[src/rtl/multicycle_sequencer.sv]
// Multi-cycle control sequencer for the lab CPU datapath.
// Steps FETCH -> DECODE -> EXEC -> [MEM] -> [WB] per instruction. It owns
// the PC, issues one-phase enables, and halts on HALT opcodes or when a
// memory access times out.
// Optional feature macro: SEQ_PERF_CNT_EN builds the saturating cycle and
// instruction counters. When it is undefined, CYCLE_CNT and INSTR_CNT are
// tied to 0.
module multicycle_sequencer #(
  parameter int unsigned   PC_W        = 8,
  parameter logic [PC_W-1:0] RESET_PC  = '0,
  parameter int unsigned   MEM_TIMEOUT = 15,
  parameter int unsigned   CNT_W       = 16
) (
  input  logic             CLK,
  input  logic             RESET,
  input  logic             START,
  input  logic             CTRL_HALT,
  input  logic             CTRL_MEM_READ,
  input  logic             CTRL_MEM_WRITE,
  input  logic             CTRL_REG_WRITE,
  input  logic             BRANCH_TAKEN,
  input  logic [PC_W-1:0]  BRANCH_TARGET,
  input  logic             MEM_ACK,
  output logic [PC_W-1:0]  INSTR_ADDR,
  output logic             IR_LOAD,
  output logic             MEM_REQ,
  output logic             MEM_WE,
  output logic             REG_WE,
  output logic             HALTED,
  output logic             ERR,
  output logic [2:0]       STATE,
  output logic [CNT_W-1:0] CYCLE_CNT,
  output logic [CNT_W-1:0] INSTR_CNT
);

  localparam int unsigned WAIT_W = (MEM_TIMEOUT < 2) ? 1 : $clog2(MEM_TIMEOUT);

  typedef enum logic [2:0] {
    S_IDLE   = 3'd0,
    S_FETCH  = 3'd1,
    S_DECODE = 3'd2,
    S_EXEC   = 3'd3,
    S_MEM    = 3'd4,
    S_WB     = 3'd5,
    S_HALT   = 3'd6
  } state_e;

  state_e            state;
  state_e            state_nxt;
  logic              retire_c;
  logic              fault_c;
  logic [WAIT_W-1:0] wait_cnt;
  logic [PC_W-1:0]   pc;

  // Next-state decode; also flags retire and fault conditions
  always_comb begin
    state_nxt = state;
    retire_c  = 1'b0;
    fault_c   = 1'b0;
    case (state)
      S_IDLE:   if (START) state_nxt = S_FETCH;
      S_FETCH:  state_nxt = S_DECODE;
      S_DECODE: state_nxt = CTRL_HALT ? S_HALT : S_EXEC;
      S_EXEC: begin
        if (CTRL_MEM_READ || CTRL_MEM_WRITE) begin
          state_nxt = S_MEM;
        end else if (CTRL_REG_WRITE) begin
          state_nxt = S_WB;
        end else begin
          state_nxt = S_FETCH;
          retire_c  = 1'b1;
        end
      end
      S_MEM: begin
        if (MEM_ACK) begin
          if (CTRL_REG_WRITE) begin
            state_nxt = S_WB;
          end else begin
            state_nxt = S_FETCH;
            retire_c  = 1'b1;
          end
        end else if (wait_cnt == WAIT_W'(MEM_TIMEOUT - 1)) begin
          state_nxt = S_HALT;
          fault_c   = 1'b1;
        end
      end
      S_WB: begin
        state_nxt = S_FETCH;
        retire_c  = 1'b1;
      end
      S_HALT:   state_nxt = S_HALT;
      default: begin
        state_nxt = S_HALT;
        fault_c   = 1'b1;
      end
    endcase
  end

  // State, PC and Moore enables registered from the next state
  always_ff @(posedge CLK) begin
    if (RESET) begin
      state    <= S_IDLE;
      pc       <= RESET_PC;
      wait_cnt <= '0;
      IR_LOAD  <= 1'b0;
      MEM_REQ  <= 1'b0;
      MEM_WE   <= 1'b0;
      REG_WE   <= 1'b0;
      HALTED   <= 1'b0;
      ERR      <= 1'b0;
    end else begin
      state    <= state_nxt;
      IR_LOAD  <= (state_nxt == S_FETCH);
      MEM_REQ  <= (state_nxt == S_MEM);
      MEM_WE   <= (state_nxt == S_MEM) && CTRL_MEM_WRITE;
      REG_WE   <= (state_nxt == S_WB);
      HALTED   <= (state_nxt == S_HALT);
      ERR      <= ERR || fault_c;
      // Counts completed MEM cycles of the current access; restarts at 0 on entry
      wait_cnt <= (state == S_MEM && state_nxt == S_MEM) ? wait_cnt + WAIT_W'(1) : '0;
      if (retire_c) begin
        pc <= BRANCH_TAKEN ? BRANCH_TARGET : pc + PC_W'(1);
      end
    end
  end

  assign STATE      = state;
  assign INSTR_ADDR = pc;

`ifdef SEQ_PERF_CNT_EN
  logic [CNT_W-1:0] cycle_cnt;
  logic [CNT_W-1:0] instr_cnt;
  logic             active_c;

  assign active_c = (state != S_IDLE) && (state != S_HALT);

  // Saturating performance counters, cleared only by reset
  always_ff @(posedge CLK) begin
    if (RESET) begin
      cycle_cnt <= '0;
      instr_cnt <= '0;
    end else begin
      if (active_c && (cycle_cnt != '1)) cycle_cnt <= cycle_cnt + CNT_W'(1);
      if (retire_c && (instr_cnt != '1)) instr_cnt <= instr_cnt + CNT_W'(1);
    end
  end

  assign CYCLE_CNT = cycle_cnt;
  assign INSTR_CNT = instr_cnt;
`else
  assign CYCLE_CNT = '0;
  assign INSTR_CNT = '0;
`endif

endmodule

[config.mk]
export PLATFORM = sky130hd
export DESIGN_NAME = multicycle_sequencer
export DESIGN_NICKNAME = d
export VERILOG_FILES = /design/src/rtl/multicycle_sequencer.sv
export SDC_FILE = /design/constraint.sdc
export NUM_CORES = 1
export LEC_CHECK = 0
export ABC_AREA = 1
export CAP_MARGIN = 0
export CORE_MARGIN = 2
export CORE_UTILIZATION = 40
export DETAILED_ROUTE_END_ITERATION = 8
export PLACE_DENSITY = 0.89
export SLEW_MARGIN = 10
export SYNTH_ARGS = -nofsm -noshare
export SYNTH_HDL_FRONTEND = slang
export SYNTH_SLANG_ARGS = --single-unit
[constraint.sdc]
create_clock -name CLK -period 1.6 [get_ports CLK]
set_input_delay 0.48 -clock CLK [delete_from_list [all_inputs] [get_ports CLK]]
set_output_delay 0.48 -clock CLK [all_outputs]
set_load 0.02 [all_outputs]
==> run metrics, run 1 <==
Die Wd=62.4 um; layout cells sized above 1=14.3%; Worst Clk Skew=4.32 ps; DRT antenna net count=0; Worst VDD drop=0.000584 V; die height=62.4 um; Final Core Density=52.8%; Max FO, Critical Path=4; Total Wirelength=2800 um; Ports=66; clk slew on worst S/H paths=120 ps; Final Max Tran Viols=0; vias in the first global route=1111; fin cells=290; die footprint=3890 um2; sequential element share of the synthesized area=30.8%; Startpoint Class=flop; critical path arrival=1050 ps; DR pass1 iterations=4; unrepaired setup endpoints after global routing=yes; Crit path largest cell delay=390 ps; drt wl/cell=9.67 um; Slowest cell on crit path=dfxtp_1; Worst path top cell family by delay=flip-flops; largest net degree at the start of global routing=16; Via Count=1293; post-synthesis cell count=194; Avg Inst Size Synth=7.03 um2; row cnt=21; PD cells=723 nW/um2; Port Buffer Count=33; final hold vios=0; max-cap violations=0; worst path required time=1120 ps; CP endpoint kind=output pin; Leak Pwr=0.881 nW; total grt overflow=0; Via-to-Cell Ratio=4.46; Synth Warn #=0; area of placed instances=1730 um2; post-route setup slack=69.1 ps; Remaining DRCs=0; global-route wire length before repair=4650 um; synth top area cells=dfxtp_1, buf_4, nand2_1, nor2_1, inv_1; Netlist cell types=26; hpwl dp=2230 um; First DRT Iteration DRCs=86; cts hold-fix bufs=0; final setup vio count=0; Syn-to-layout area delta=28.3%; Total Negative Setup Slacks=0 ps; Synth area leader=dfxtp_1; pre-CTS setup slack=-247 ps; post-route cell area=1750 um2; post-synthesis cell area=1360 um2; fin nets=265; Clk Latency, worst-skew pair=310 ps; n_diodes=0; gr usage total=14.4%; run status=finished, final reports clean; Worst Hold Class=reg2reg; H-tree level count=1; CTS tree=yes; initial antenna violation count=0; worst path cell trace=dlygate4sd2_1; CP Class=reg2out; Core Box Area=3310 um2; CTS Root Cell=clkbuf_4; Final GP Congestion=0.966; FF+latch count, synth=21; initial core utilization=41.2%; number of buffers and inverters on the critical path=1; Post CTS Setup Buffer Count=0; # clock sinks=21; CTS Buf Count=3; fin crit period=1530 ps; final period utilization=95.7%; Fmax achieved=0.653 GHz; Synth top area share=30.8%; Inst Count DP=286; clk buf depth=2
[metal layers]
| metal | track usage [%] | share of wire (%) | up-vias |
|---|---|---|---|
| met5 | 0 | 0 | - |
| met4 | 4.17 | 2.4 | 0 |
| met3 | 4.14 | 7.8 | 12 |
| met2 | 25.8 | 48 | 63 |
| met1 | 16.7 | 42 | 565 |
| li1 | - | - | 653 |
[flip-flops by register name, indices dropped and copies added (netlist names)]
name,count
MEM_REQ,1
REG_WE,1
wait_cnt,4
INSTR_ADDR,8
HALTED,1
ERR,1
IR_LOAD,1
MEM_WE,1
STATE,3
[through the flow]
stage / hold slack (ps) / total power, mW
4_1_cts: 489 / 1.26
5_1_grt: 503 / 1.33
6_report: 486 / 1.26
2_1_floorplan: 430 / 0.908
3_5_place_dp: 459 / 1.02
3_3_place_gp: 443 / 1.02
[placed cells by master (no fill, tap or decap), types with 6 or more instances in the layout]
cell type,n
inv_1,16
buf_4,17
nand3_1,10
o21ai_0,10
conb_1,32
dfxtp_1,20
nand2_1,37
nor2_1,26
dlygate4sd2_1,16
clkdlybuf4s50_1,16
a21oi_1,6
[worst paths after layout]
kind                 startpoint            end  slack [ps]  depth (start not counted)
setup / recovery  INSTR_ADDR[1]  INSTR_ADDR[1]          70                          1
hold / removal      wait_cnt[0]    wait_cnt[0]         490                          1
hold reg to reg     wait_cnt[0]    wait_cnt[0]         490                          1
setup reg to reg       STATE[0]    wait_cnt[3]         190                          8
[final cells by class]
class | count | area, um2
flip-flops and latches | 21 | 422
multi-input cells | 150 | 718
well taps | 46 | 57.6
clock buffers | 4 | 26.3
fillers | 334 | 1560
inverters | 18 | 67.6
repair buffers | 51 | 458
[cells in the mapped netlist, drive strengths merged]
| cell type | instances |
|---|---|
| nand2 | 41 |
| nand3 | 13 |
| conb | 1 |
| xnor2 | 1 |
| a21oi | 6 |
| nand3b | 1 |
| dfxtp | 21 |
| a31oi | 4 |
| inv | 18 |
| xor2 | 1 |
| o211a | 1 |
| and3 | 1 |
| nor3 | 2 |
| o21ai | 10 |
| ha | 3 |
| nor2 | 30 |
| buf | 36 |
| o21bai | 1 |
| nand4 | 2 |
| o21a | 1 |
[logic make-up after synthesis]
kind of cell	share of synthesized area (%)
flops	30.8
fa+ha+maj	2.75
xor+xnor	1.28
buf+inv	25.6
other cells	0.275
simple gates	29.7
compound gates	9.54
[power by group]
part           internal [mW]  switching [mW]
Combinational          0.168           0.269
Clock                 0.0973           0.165
Sequential             0.551          0.0139
[what timing repair did]
action                                 in CTS  in global routing
resized for setup                          17                  5
setup endpoints to repair                  17                  8
endpoints found under the hold margin       0                  0
No activity file was read; power rests on OpenSTA's default activity.
==> run 2, diff against run 1 <==
- CORE_MARGIN: 2 -> not set
==> run 2 against run 1 <==
Net effect: critical path depth did not move; design area rose by 0.64%; cell count did not move; sequential power barely moved; clock skew rose by 1.4 ps; register-to-register slack improved by 50 ps; wire length rose by 2.4%; die area fell by 6.3%; first-iteration DRC count fell by 26%; non-clock buffer count rose by 2; worst hold slack got worse by 1.4 ps; sequential share of layout area fell by 0.23 points.
==> run metrics, run 2 (same netlist as run 1, synthesis figures left out) <==
run status=finished, final reports clean; FF-to-FF setup slack=240 ps (+50 ps); max FFs per register=8 (unchanged); FF-to-FF path depth=8 (unchanged); Worst VDD drop=0.000671 V (+15%); Die Wd=60.4 um (-3.2%); CTS Buf Count=3 (unchanged); Power, Total=1.26 mW (-0.58%); global-route wire length before repair=4370 um (-6.1%); Max FO, Critical Path=5 (+1); number of buffers and inverters on the critical path=1 (unchanged); final setup vio count=0 (unchanged); drt wl/cell=9.90 um (+2.4%); worst path required time=1120 ps (about the same); layout cells sized above 1=14.6% (+0.29 points); Via Count=1252 (-3.2%); critical path arrival=1060 ps (about the same); Crit path largest cell delay=420 ps (+30 ps); terminus of the critical flop-to-flop path=wait_cnt[3]; initial antenna violation count=0 (unchanged); CP endpoint kind=output pin; initial core utilization=43.3% (+2.1 points); Fmax achieved=0.648 GHz (-0.80%); post-route setup slack=56.7 ps (-12.3 ps); # clock sinks=21 (unchanged); fin nets=267 (+0.75%); Filler cells=312 (-6.6%); CTS Root Cell=clkbuf_4; n_diodes=0 (unchanged); Critical path origin=INSTR_ADDR[0]; area of placed instances=1750 um2 (+0.72%); Final Max Tran Viols=0 (unchanged); Core Box Area=3150 um2 (-4.8%); hpwl dp=2270 um (+1.7%); Final Core Density=55.8% (+3.0 points); die height=60.4 um (-3.2%); post-route cell area=1760 um2 (+0.64%); DRT antenna net count=0 (unchanged); PD cells=714 nW/um2 (-1.2%); most frequent cells in the layout=nand2_1, conb_1, nor2_1; Worst Clk Skew=5.74 ps (+1.42 ps); final hold vios=0 (unchanged); row cnt=20 (-4.8%); gr usage total=16.0% (+1.6 points); Post CTS Setup Buffer Count=0 (unchanged); clk buf depth=2 (unchanged); First DRT Iteration DRCs=64 (-26%); Total Wirelength=2870 um (+2.4%); max-cap violations=0 (unchanged); Slowest cell on crit path=dfxtp_1; fin crit period=1540 ps (+12.3 ps); Remaining DRCs=0 (unchanged); CTS tree=yes; Syn-to-layout area delta=29.1%; die footprint=3650 um2 (-6.3%); Worst path top cell family by delay=flip-flops; DR pass1 iterations=4 (unchanged); launch point of the worst reg-to-reg path=STATE[2]; CP Class=reg2out; Port Buffer Count=33 (unchanged); Via-to-Cell Ratio=4.32 (-3.2%); Clk Latency, worst-skew pair=310 ps (about the same); clk slew on worst S/H paths=130 ps (about the same); Ports=66 (unchanged); vias in the first global route=1096 (-1.4%); largest net degree at the start of global routing=14 (-2); commonest non-fill, non-tap cell in the layout=nand2_1; crit path capture=INSTR_ADDR[0]; Crit. path cell count=1 (unchanged); total grt overflow=0 (unchanged); H-tree level count=1 (unchanged); worst path cell trace=clkdlybuf4s15_1; Startpoint Class=flop; Leak Pwr=0.883 nW (+0.15%); unrepaired setup endpoints after global routing=no; final period utilization=96.5% (+0.77 points); Worst Hold Class=reg2reg; pre-CTS setup slack=-215 ps (+32.1 ps); Final GP Congestion=0.826 (-15%); final hold slack=485 ps (-1.43 ps)
-- run 2: what timing repair did --
item	in CTS	in global routing
pin swaps	0	0
resized for setup	17	3
setup endpoints to repair	17	7
hold buffers	0	0
endpoints found under the hold margin	0	0
-- run 2: report_power, final --
| part | internal (mW) | switching [mW] | total [mW] |
|---|---|---|---|
| registers | 0.550 | 0.0129 | 0.563 |
| logic | 0.158 | 0.265 | 0.423 |
| clock network | 0.0955 | 0.175 | 0.270 |
-- run 2: how the worst min path moves through the flow --
stage	from	end	slack (ps)	depth (start not counted)
after floorplan	wait_cnt[0]	wait_cnt[0]	430	1
after global placement	wait_cnt[0]	wait_cnt[0]	450	1
after detailed placement	wait_cnt[0]	wait_cnt[0]	470	1
after CTS	ERR	ERR	500	2
after global routing	ERR	ERR	510	2
final	ERR	ERR	480	2
-- run 2: per-stage QoR --
stage	cells	TNS [ps]
2_1_floorplan	225	0
3_3_place_gp	286	-2090
3_5_place_dp	286	-2960
4_1_cts	290	0
5_1_grt	290	0
6_report	290	0
-- run 2: routing by layer --
| layer | part of all wire [%] | wire length, um | up-vias | GRT usage, % |
|---|---|---|---|---|
| li1 | - | - | 651 | - |
| met4 | 0 | 0 | 0 | 1.99 |
| met1 | 43 | 1230 | 556 | 17.5 |
| met5 | 0 | 0 | - | 0 |
| met3 | 6.5 | 187 | 0 | 4.48 |
| met2 | 51 | 1450 | 45 | 30.9 |
-- run 2: final cells by class --
class / count / area [um2] / area share (%)
Inverter: 18 / 67.6 / 3.84
Multi-Input combinational cell: 150 / 713 / 40.5
Clock buffer: 3 / 22.5 / 1.28
Tap cell: 44 / 55.1 / 3.13
Sequential cell: 21 / 420 / 23.9
Clock inverter: 1 / 7.51 / 0.426
Timing Repair Buffer: 53 / 474 / 26.9
==> run 3, diff against run 2 <==
- CORE_ASPECT_RATIO: not set -> 1.1
- SLEW_MARGIN: 10 -> not set
==> run 3 against run 2 <==
Net effect: the run now ends with DRC left; non-clock buffer count fell by 3; sequential share of layout area grew 0.57 points; critical path depth stayed put; clock skew is 3.2 ps lower; maximum frequency is 0.39% higher; total power hardly changed; combinational power hardly changed; first-iteration DRC count is 9.4% lower.
==> run metrics, run 3 (same netlist as run 1, synthesis figures left out) <==
Clk Latency, worst-skew pair=310 ps (about the same); failing checks=DRC; Port Buffer Count=33 (unchanged); Via Count=1268 (+1.3%); Int Pwr=0.805 mW (+0.15%); CTS tree=yes; Core Box Area=3150 um2 (unchanged); Fmax achieved=0.651 GHz (+0.39%); clk buf depth=2 (unchanged); fin cells=277 (-4.5%); largest net degree at the start of global routing=16 (+2); final setup vio count=0 (unchanged); PD cells=730 nW/um2 (+2.3%); Worst Hold Class=reg2reg; Ports=66 (unchanged); total grt overflow=0 (unchanged); Worst VDD drop=0.000367 V (-45%); max-cap violations=0 (unchanged); # clock sinks=21 (unchanged); Die Wd=57.7 um (-4.5%); combinational fraction of design power=34.0% (+0.3 points); clk slew on worst S/H paths=120 ps (about the same); area of placed instances=1710 um2 (-2.0%); Final Max Tran Viols=0 (unchanged); DR pass1 iterations=8 (+4); Slowest cell on crit path=dfxtp_1; Final GP Congestion=0.869 (+5.2%); initial antenna violation count=0 (unchanged); CP Class=reg2out; sequential share of power=44.8% (about the same); vias in the first global route=1152 (+5.1%); Worst path top cell family by delay=flip-flops; fin crit period=1540 ps (-6.01 ps); final period utilization=96.1% (-0.38 points); CTS Root Cell=clkbuf_4; gr usage total=15.8% (-0.19 points); worst path required time=1120 ps (about the same); cts hold-fix bufs=0 (unchanged); sw power=0.451 mW (-0.52%); n_diodes=0 (unchanged); initial core utilization=43.3% (unchanged); Total Wirelength=2820 um (-1.9%); Power, Total=1.26 mW (about the same); hpwl dp=2240 um (-1.1%); fin nets=264 (-1.1%); most frequent cells in the layout=nand2_1, conb_1, nor2_1; final hold slack=484 ps (-0.877 ps); Crit path largest cell delay=390 ps (-30 ps); number of buffers and inverters on the critical path=1 (unchanged); switch share=35.9% (-0.15 points); clock group share of total power=21.2% (-0.3 points); post-route cell area=1720 um2 (-2.3%); Leak Pwr=0.875 nW (-0.83%); Startpoint Class=flop; run status=complete, but fails checks; CP endpoint kind=output pin; Syn-to-layout area delta=26.1%; final hold vios=0 (unchanged); die height=63.2 um (+4.7%); layout cells sized above 1=13.2% (-1.5 points); Via-to-Cell Ratio=4.58 (+6.0%); max FFs per register=8 (unchanged); worst path cell trace=dlygate4sd2_1; die footprint=3650 um2 (about the same); First DRT Iteration DRCs=58 (-9.4%); commonest non-fill, non-tap cell in the layout=nand2_1; Remaining DRCs=5 (+5); H-tree level count=1 (unchanged); unrepaired setup endpoints after global routing=no; Max FO, Critical Path=4 (-1); Worst Clk Skew=2.58 ps (-3.16 ps); CTS Buf Count=3 (unchanged); global-route wire length before repair=4600 um (+5.4%); DRT antenna net count=0 (unchanged); drt wl/cell=10.2 um (+2.7%); Inst Count DP=273 (-4.5%); critical path arrival=1060 ps (about the same); row cnt=21 (+5.0%)
run 3: area by class of cell:
class / instances / area (um2)
Timing Repair Buffer: 50 / 450
Inverter: 18 / 67.6
Multi-Input combinational cell: 150 / 711
Fill cell: 309 / 1430
Clock inverter: 1 / 5.00
Sequential cell: 21 / 420
Clock buffer: 3 / 22.5
Tap cell: 34 / 42.5
run 3: per-stage QoR:
step	util, %	TNS, ps	setup WS, ps
3_3_place_gp	54.3	-2300	-164
4_1_cts	54.5	0	43.7
5_1_grt	54.5	0	15.5
6_report	54.5	0	62.7
2_1_floorplan	-	0	259
3_5_place_dp	54.3	-3220	-247
run 3: what timing repair did:
| item | CTS | global route |
|---|---|---|
| gates cloned | 0 | 0 |
| buffers inserted | 0 | 0 |
| endpoints found under the setup margin | 17 | 1 |
| gates resized for setup | 17 | 1 |
| pin swaps | 0 | 0 |
run 3: power groups by stage:
| stage | Combinational, mW | Sequential, mW | Clock [mW] |
|---|---|---|---|
| after floorplan | 0.291 | 0.616 | 0 |
| after global placement | 0.435 | 0.575 | 0 |
| after detailed placement | 0.442 | 0.576 | 0 |
| after CTS | 0.425 | 0.563 | 0.274 |
| after global routing | 0.470 | 0.566 | 0.299 |
| final | 0.426 | 0.563 | 0.266 |
run 3: path summary, 6_finish.rpt:
kind	slack, ps	from	cells after the start	endpoint
hold / removal	480	ERR	2	ERR
hold reg to reg	480	ERR	2	ERR
setup / recovery	60	INSTR_ADDR[1]	1	INSTR_ADDR[1]
setup reg to reg	230	STATE[0]	8	wait_cnt[0]
run 3: layer usage:
layer  routed length (um)  GRT usage [%]
met1                 1200           18.2
met2                 1360           27.9
met3                  228           3.90
met4                   27           5.36
met5                    0              0
